`src/rtl/mux_serializer_ctrl.sv`:
```
// rtl/mux_serializer_ctrl.sv - sequencer stepping a 16:1 bit-select mux to serialise a parallel word
//
// Purpose:
//   Accepts a parallel word over in_valid/in_ready.
//   Drives the word onto the mux data input and steps mux_sel through bit positions, one per beat.
//   Returns the mux's single-bit output as a serial stream with valid/ready/last.
//   No local shift register is used; the mux performs the bit selection.
//
// Optional build macro:
//   MUX_SERIALIZER_MSB_FIRST_EN  when defined, bits go out MSB-first (mux_sel counts len..0).
//                                When undefined, bits go out LSB-first (mux_sel counts 0..len).
//
// Ports:
//   clk        system clock, rising edge
//   rst        asynchronous active-high reset
//   in_valid   parallel word valid
//   in_ready   controller can accept a word (combinational from ser_ready on the last beat)
//   in_data    word to serialise
//   in_len     number of bits to emit minus 1
//   mux_in     registered word driven to the mux data input
//   mux_sel    registered select driven to the mux
//   mux_out    combinational bit returned by the mux
//   ser_valid  serial bit valid
//   ser_ready  downstream accepts the serial bit
//   ser_data   serial bit, passed straight through from mux_out
//   ser_last   final bit of the current word
//   busy       high while shifting
module mux_serializer_ctrl #(
  parameter int DATA_W = 16,
  parameter int SEL_W  = 4
) (
  input  logic              clk,
  input  logic              rst,
  input  logic              in_valid,
  output logic              in_ready,
  input  logic [DATA_W-1:0] in_data,
  input  logic [SEL_W-1:0]  in_len,
  output logic [DATA_W-1:0] mux_in,
  output logic [SEL_W-1:0]  mux_sel,
  input  logic              mux_out,
  output logic              ser_valid,
  input  logic              ser_ready,
  output logic              ser_data,
  output logic              ser_last,
  output logic              busy
);

  typedef enum logic {
    IDLE  = 1'b0,
    SHIFT = 1'b1
  } state_t;

  state_t           state;
  logic [SEL_W-1:0] len_q;
  logic [SEL_W-1:0] start_idx;
  logic [SEL_W-1:0] next_sel;
  logic             next_last;
  logic             accept;

`ifdef MUX_SERIALIZER_MSB_FIRST_EN
  // Count down from the top requested bit; the word ends at bit 0.
  assign start_idx = in_len;
  assign next_sel  = mux_sel - SEL_W'(1);
  assign next_last = (mux_sel == SEL_W'(1));
`else
  // Count up from bit 0; the word ends at the stored length.
  assign start_idx = '0;
  assign next_sel  = mux_sel + SEL_W'(1);
  assign next_last = (next_sel == len_q);
`endif

  // Accepting on the last beat lets the next word follow with no idle cycle.
  assign in_ready = (state == IDLE) || ((state == SHIFT) && ser_last && ser_ready);
  assign accept   = in_valid && in_ready;
  assign ser_data = mux_out;

  // ser_valid, ser_last and busy are flops.
  // ser_last is precomputed one step ahead so it is valid in the same cycle as the matching mux_sel.
  always_ff @(posedge clk or posedge rst) begin
    if (rst) begin
      state     <= IDLE;
      mux_in    <= '0;
      mux_sel   <= '0;
      len_q     <= '0;
      ser_valid <= 1'b0;
      ser_last  <= 1'b0;
      busy      <= 1'b0;
    end else if (accept) begin
      state     <= SHIFT;
      mux_in    <= in_data;
      len_q     <= in_len;
      mux_sel   <= start_idx;
      ser_valid <= 1'b1;
      ser_last  <= (in_len == '0);
      busy      <= 1'b1;
    end else if ((state == SHIFT) && ser_ready) begin
      if (ser_last) begin
        state     <= IDLE;
        ser_valid <= 1'b0;
        ser_last  <= 1'b0;
        busy      <= 1'b0;
      end else begin
        mux_sel  <= next_sel;
        ser_last <= next_last;
      end
    end
  end

endmodule

```
`config.mk`:
```
export PLATFORM = sky130hd
export DESIGN_NAME = mux_serializer_ctrl
export DESIGN_NICKNAME = d
export VERILOG_FILES = /design/src/rtl/mux_serializer_ctrl.sv
export SDC_FILE = /design/constraint.sdc
export NUM_CORES = 1
export LEC_CHECK = 0
export ABC_AREA = 1
export CAP_MARGIN = 25
export CELL_PAD_IN_SITES_DETAIL_PLACEMENT = 0
export CELL_PAD_IN_SITES_GLOBAL_PLACEMENT = 1
export CORE_MARGIN = 2
export CORE_UTILIZATION = 35
export CTS_BUF_LIST = sky130_fd_sc_hd__clkbuf_8
export CTS_CLUSTER_SIZE = 40
export DETAILED_ROUTE_END_ITERATION = 6
export GPL_TIMING_DRIVEN = 1
export PLACE_DENSITY = 0.92
export SKIP_LAST_GASP = 1
export SLEW_MARGIN = 20
export SYNTH_ARGS = -nofsm -noshare
export SYNTH_HDL_FRONTEND = slang
export SYNTH_SLANG_ARGS = --single-unit
```
`constraint.sdc`:
```
create_clock -name clk -period 2.4 [get_ports clk]
set_input_delay 0.48 -clock clk [delete_from_list [all_inputs] [get_ports clk]]
set_output_delay 0.48 -clock clk [all_outputs]
set_load 0.05 [all_outputs]
```
==> results.yml, run 1 <==
yosys:
  synth-adder-area-share: 0.0103
  yosysWarnings: 0
  synth_mux_area_frac: 0.182
  synth-seq-area-share: 0.534
  synth_seq_cells: 26
  yosys.area_share.simple: 0.142
  ys_types: 18
  synth_cells: 112
  yosys.area.top_type: "dfrtp_1"
  synthTopCellsByArea: "dfrtp_1, mux2_4, nand2_1"
  synth_compound_area_frac: 0.0545
  synth_top_area_share: 0.534
  syn_area_per_cell_sq_um: 10.9
  syn-cell-area_sq_mm: 0.00122
  synth_top_family_by_area: "multiplexers"
  syn-num-nets: 138
  synth-xor-area-share: 0
floorplanning:
  dieArea_sq_mm: 0.00397
  fp-row-count: 21
  core-area_sq_mm: 0.00334
  fp.dieH_microns: 63.0
  start_util: 0.365
  die_x_microns: 63.0
  ioPinCount: 50
power:
  pwr-share-comb: 0.608
  p_sw_frac: 0.478
  ir_drop_mv: 0.890
  p_leak_nw: 0.838
  pwr-share-seq: 0.302
  p_int_mw: 1.39
  p_sw_mw: 1.27
  p_per_area_mw_per_mm2: 1510
  pwr-share-clk: 0.091
clocking:
  post_cts_buffers: 0
  htree_levels: 1
  clk_pin_slew_worst_paths_ps: 80
  clockRootBuffer: "clkbuf_8"
  clkLatencyLatePin_ps: 270
  postCtsHoldBufs: 0
  cts_made_buffers: 3
  post_cts_resize_count: 0
  cts_sinks: 26
  cts.path.max_buffers: 2
  cts_tree: "built"
setup_path:
  rr_worst_depth: 4
  crit_type: "reg -> out"
  worstPathArrival_ps: 1600
  crit_path_start_kind: "flip-flop"
  worst-path-buf-inv: 1
  max_stage_delay_ps: 850
  crit_required_ps: 1920
  end_kind: "output port"
  path_cells: "clkdlybuf4s50_1"
  worst-path-stages: 1
  crit_family: "buffers and inverters"
  cpMaxStageDelayCell: "clkdlybuf4s50_1"
  cp_max_fo: 7
route:
  first_pass_iters: 4
  via_per_inst: 4.39
  first_iter_violations: 11
  wire_per_inst_microns: 12.1
  ant_nets: 0
  drcViolationCount: 0
  drt-total-wl_microns: 2490
  num_vias: 899
grt:
  antenna_found_initial: 0
  grt_max_degree: 28
  grt_remaining_overflow: 0
  track_usage: 0.132
  grt_pass1_vias: 912
  grt_first_pass_wirelength_microns: 4060
cells_and_area:
  syn2layout_area_growth_pct: 45.1
  final_common_cell: "clkdlybuf4s50_1"
  nNetsFinal: 187
  final_layout_size_suffix_gt1_frac: 0.157
  num_antenna_cells: 0
  fin_area_sq_mm: 0.00177
  final.fill_count: 313
  mostFrequentLayoutCells: "clkdlybuf4s50_1, dfrtp_1, nand2_1, inv_1, mux2_4"
  fin_cells: 205
timing:
  timing.final.crit_share: 0.865
  finalSetupTns_ps: 0
  worst_slew_pin_slew_ps: 512
  finalSetupViolCount: 0
  fin_skew_ps: 3.43
  max_freq_ghz: 0.482
  drv_slew: 0
  hold_viol: 0
  slew_headroom: 0.657
  rsz0062_at_grt: "no"
  min_period_ps: 2080
placement:
  routabilityCongestion: 0.792
  hpwl_microns: 1900
  numPortBuffers: 47
  placed_cell_area_sq_mm: 0.00173
  placedCellCount: 202
worst_hold_path:
  hold_depth: 1
  worstHoldPathType: "reg -> reg"
job:
  drv_cap: 0
outcome:
  outcome: "complete, no violations"
routing by layer:
layer | wire length [microns] | global-route usage
met5 | 0 | 0
met4 | 32 | 0.0583
met3 | 165 | 0.0324
met2 | 1140 | 0.209
met1 | 1150 | 0.172
flip-flops by register name (all words and copies together) (netlist names):
signal	cells
len_q	4
mux_in	16
mux_sel	4
ser_last	1
state	1
synthesized netlist by cell type:
cell,count
nor3_1,1
buf_4,2
nor2_1,8
o21ai_0,2
nand2_4,2
o22ai_1,2
nand2_1,18
mux2_2,5
mux2_4,11
ha_1,1
inv_1,15
dfrtp_1,26
nand2_2,1
buf_6,2
nand4_1,1
nand3_1,7
a21oi_2,1
a21oi_1,7
per-stage QoR:
stage / worst slack [ps] / utilization / total power, mW / hold slack [ps]
after floorplan: 713 / - / 1.93 / 492
after global placement: 526 / 0.517 / 2.42 / 493
after detailed placement: 497 / 0.517 / 2.44 / 493
after CTS: 319 / 0.529 / 2.69 / 512
after global routing: 255 / 0.529 / 2.82 / 528
final: 324 / 0.529 / 2.67 / 510
power groups by stage:
stage | clock [mW] | combinational (mW) | sequential (mW)
detailed placement | 0 | 1.64 | 0.804
finish | 0.242 | 1.62 | 0.805
global route | 0.275 | 1.71 | 0.834
CTS | 0.248 | 1.64 | 0.806
floorplan | 0 | 0.513 | 1.42
global placement | 0 | 1.61 | 0.805
cells by family (layout without fill, tap and decap cells):
logic type | count (synthesis) | after routing
compound gates | 12 | 12
buf+inv | 19 | 66
mux | 16 | 16
simple gates | 38 | 38
flops | 26 | 26
fa+ha+maj | 1 | 1
worst reg2reg max path: stages, from the launching register on:
cell and delay, ps:
dfrtp_1 440, nand2_2 100, nand2_4 70, nand2_4 300, mux2_2 390
path summary, 6_finish.rpt:
kind | to | slack, ps | start
setup / recovery | mux_sel[0] | 320 | mux_sel[0]
hold / removal | mux_in[0] | 510 | mux_in[0]
setup reg to reg | mux_in[12] | 990 | ser_last
hold reg to reg | mux_in[0] | 510 | mux_in[0]
max in group asynchronous | mux_sel[2] | 1610 | rst
min in group asynchronous | mux_in[10] | 550 | rst
layout make-up:
cell class	instances	area (sq um)	area share
flip-flops and latches	26	651	0.368
repair buffers	48	488	0.276
multi-input cells	67	473	0.268
well taps	46	57.6	0.0326
inverters	15	56.3	0.0319
clock buffers	3	41.3	0.0234
Note: power is estimated with default switching activity, not from simulation.
==> inputs of run 2 (changes only) <==
- CORE_MARGIN: 2 -> 5
==> results.yml, run 2 (synthesized netlist as in run 1, its figures left out) <==
outcome:
  outcome: "complete, no violations"
floorplanning:
  fp.dieH_microns: 69.0
  die_x_microns: 69.0
  dieArea_sq_mm: 0.00476
  start_util: 0.362
  fp-row-count: 21
  ioPinCount: 50
  core-area_sq_mm: 0.00336
power:
  pwr-share-seq: 0.303
  p_int_mw: 1.39
  pwr-share-clk: 0.087
  pwr-share-comb: 0.609
  p_leak_nw: 0.838
  p_sw_frac: 0.478
  ir_drop_mv: 0.704
  p_sw_mw: 1.28
  p_per_area_mw_per_mm2: 1510
setup_path:
  cp_max_fo: 7
  cpMaxStageDelayCell: "clkdlybuf4s50_1"
  crit_path_start_kind: "flip-flop"
  end_kind: "output port"
  path_cells: "clkdlybuf4s50_1"
  max_stage_delay_ps: 850
  crit_type: "reg -> out"
  worst-path-buf-inv: 1
  crit_family: "buffers and inverters"
  worstPathArrival_ps: 1600
  crit_required_ps: 1920
cells_and_area:
  syn2layout_area_growth_pct: 45.1
  num_antenna_cells: 0
  final_common_cell: "clkdlybuf4s50_1"
  nNetsFinal: 187
  final.fill_count: 333
  mostFrequentLayoutCells: "clkdlybuf4s50_1, dfrtp_1, nand2_1, inv_1, mux2_4"
  reg_top3: "mux_in (16), len_q (4), mux_sel (4)"
  final_layout_size_suffix_gt1_frac: 0.157
  regMostFlops: "mux_in"
  largest_register_ffs: 16
placement:
  dp_slack_ps: 468
  numPortBuffers: 47
  hpwl_microns: 2040
  routabilityCongestion: 0.905
timing:
  setup_slack_ps: 318
  holdWs_ps: 506
  timing.final.crit_share: 0.868
  fin_skew_ps: 1.49
  min_period_ps: 2080
  slew_headroom: 0.658
  finalSetupTns_ps: 0
  max_freq_ghz: 0.480
  hold_viol: 0
  finalSetupViolCount: 0
  rsz0062_at_grt: "no"
  drv_slew: 0
  worst_slew_pin_slew_ps: 512
grt:
  grt_pass1_vias: 991
  track_usage: 0.123
  grt_remaining_overflow: 0
  antenna_found_initial: 0
  grt_max_degree: 28
  grt_first_pass_wirelength_microns: 4390
clocking:
  clk_pin_slew_worst_paths_ps: 80
  htree_levels: 1
  clkLatencyLatePin_ps: 260
  post_cts_resize_count: 0
  cts_tree: "built"
  cts_sinks: 26
  cts.path.max_buffers: 2
  post_cts_buffers: 0
  clockRootBuffer: "clkbuf_8"
  cts_made_buffers: 3
  postCtsHoldBufs: 0
route:
  first_iter_violations: 22
  num_vias: 921
  wire_per_inst_microns: 12.9
  ant_nets: 0
  drcViolationCount: 0
  drt-total-wl_microns: 2640
  first_pass_iters: 4
  via_per_inst: 4.49
worst_hold_path:
  worstHoldPathType: "reg -> reg"
job:
  drv_cap: 0
[run 2: cell counts in the layout (fill, tap and decap cells not counted)]
Identical to the previous run, type by type.
[run 2: final cells by class]
| cell class | count | area [sq um] | share of cell area |
|---|---|---|---|
| Inverter | 15 | 56.3 | 0.0319 |
| Timing Repair Buffer | 48 | 488 | 0.276 |
| Tap cell | 46 | 57.6 | 0.0326 |
| Sequential cell | 26 | 651 | 0.368 |
| Clock buffer | 3 | 41.3 | 0.0234 |
| Multi-Input combinational cell | 67 | 473 | 0.268 |
[run 2: power groups by stage]
stage	Clock, mW	Sequential [mW]	Combinational [mW]
floorplan	0	1.42	0.513
global placement	0	0.807	1.62
detailed placement	0	0.809	1.64
CTS	0.244	0.814	1.64
global route	0.257	0.846	1.72
finish	0.233	0.810	1.63
[run 2: layer usage]
metal	GRT usage	wire, microns	vias up
met4	0.0438	31	0
met1	0.158	1200	423
met2	0.192	1170	37
met5	0	0	-
met3	0.0421	236	4
li1	-	-	457
[run 2: worst paths after layout]
| check | start | to | slack (ps) | cells past startpoint |
|---|---|---|---|---|
| max | mux_sel[0] | mux_sel[0] | 320 | 1 |
| min | mux_in[14] | mux_in[14] | 510 | 1 |
| max reg2reg | mux_sel[0] | ser_last | 960 | 6 |
| min reg2reg | mux_in[14] | mux_in[14] | 510 | 1 |
| max in group asynchronous | rst | mux_in[10] | 1600 | 3 |
| min in group asynchronous | rst | mux_in[4] | 560 | 3 |
[run 2: through the flow]
step                instances  total power, mW   util  area, sq um
floorplan                 112             1.93      -         1220
global placement          202             2.43  0.513         1730
detailed placement        202             2.45  0.513         1730
CTS                       205             2.70  0.525         1770
global route              205             2.83  0.525         1770
finish                    205             2.67  0.525         1770
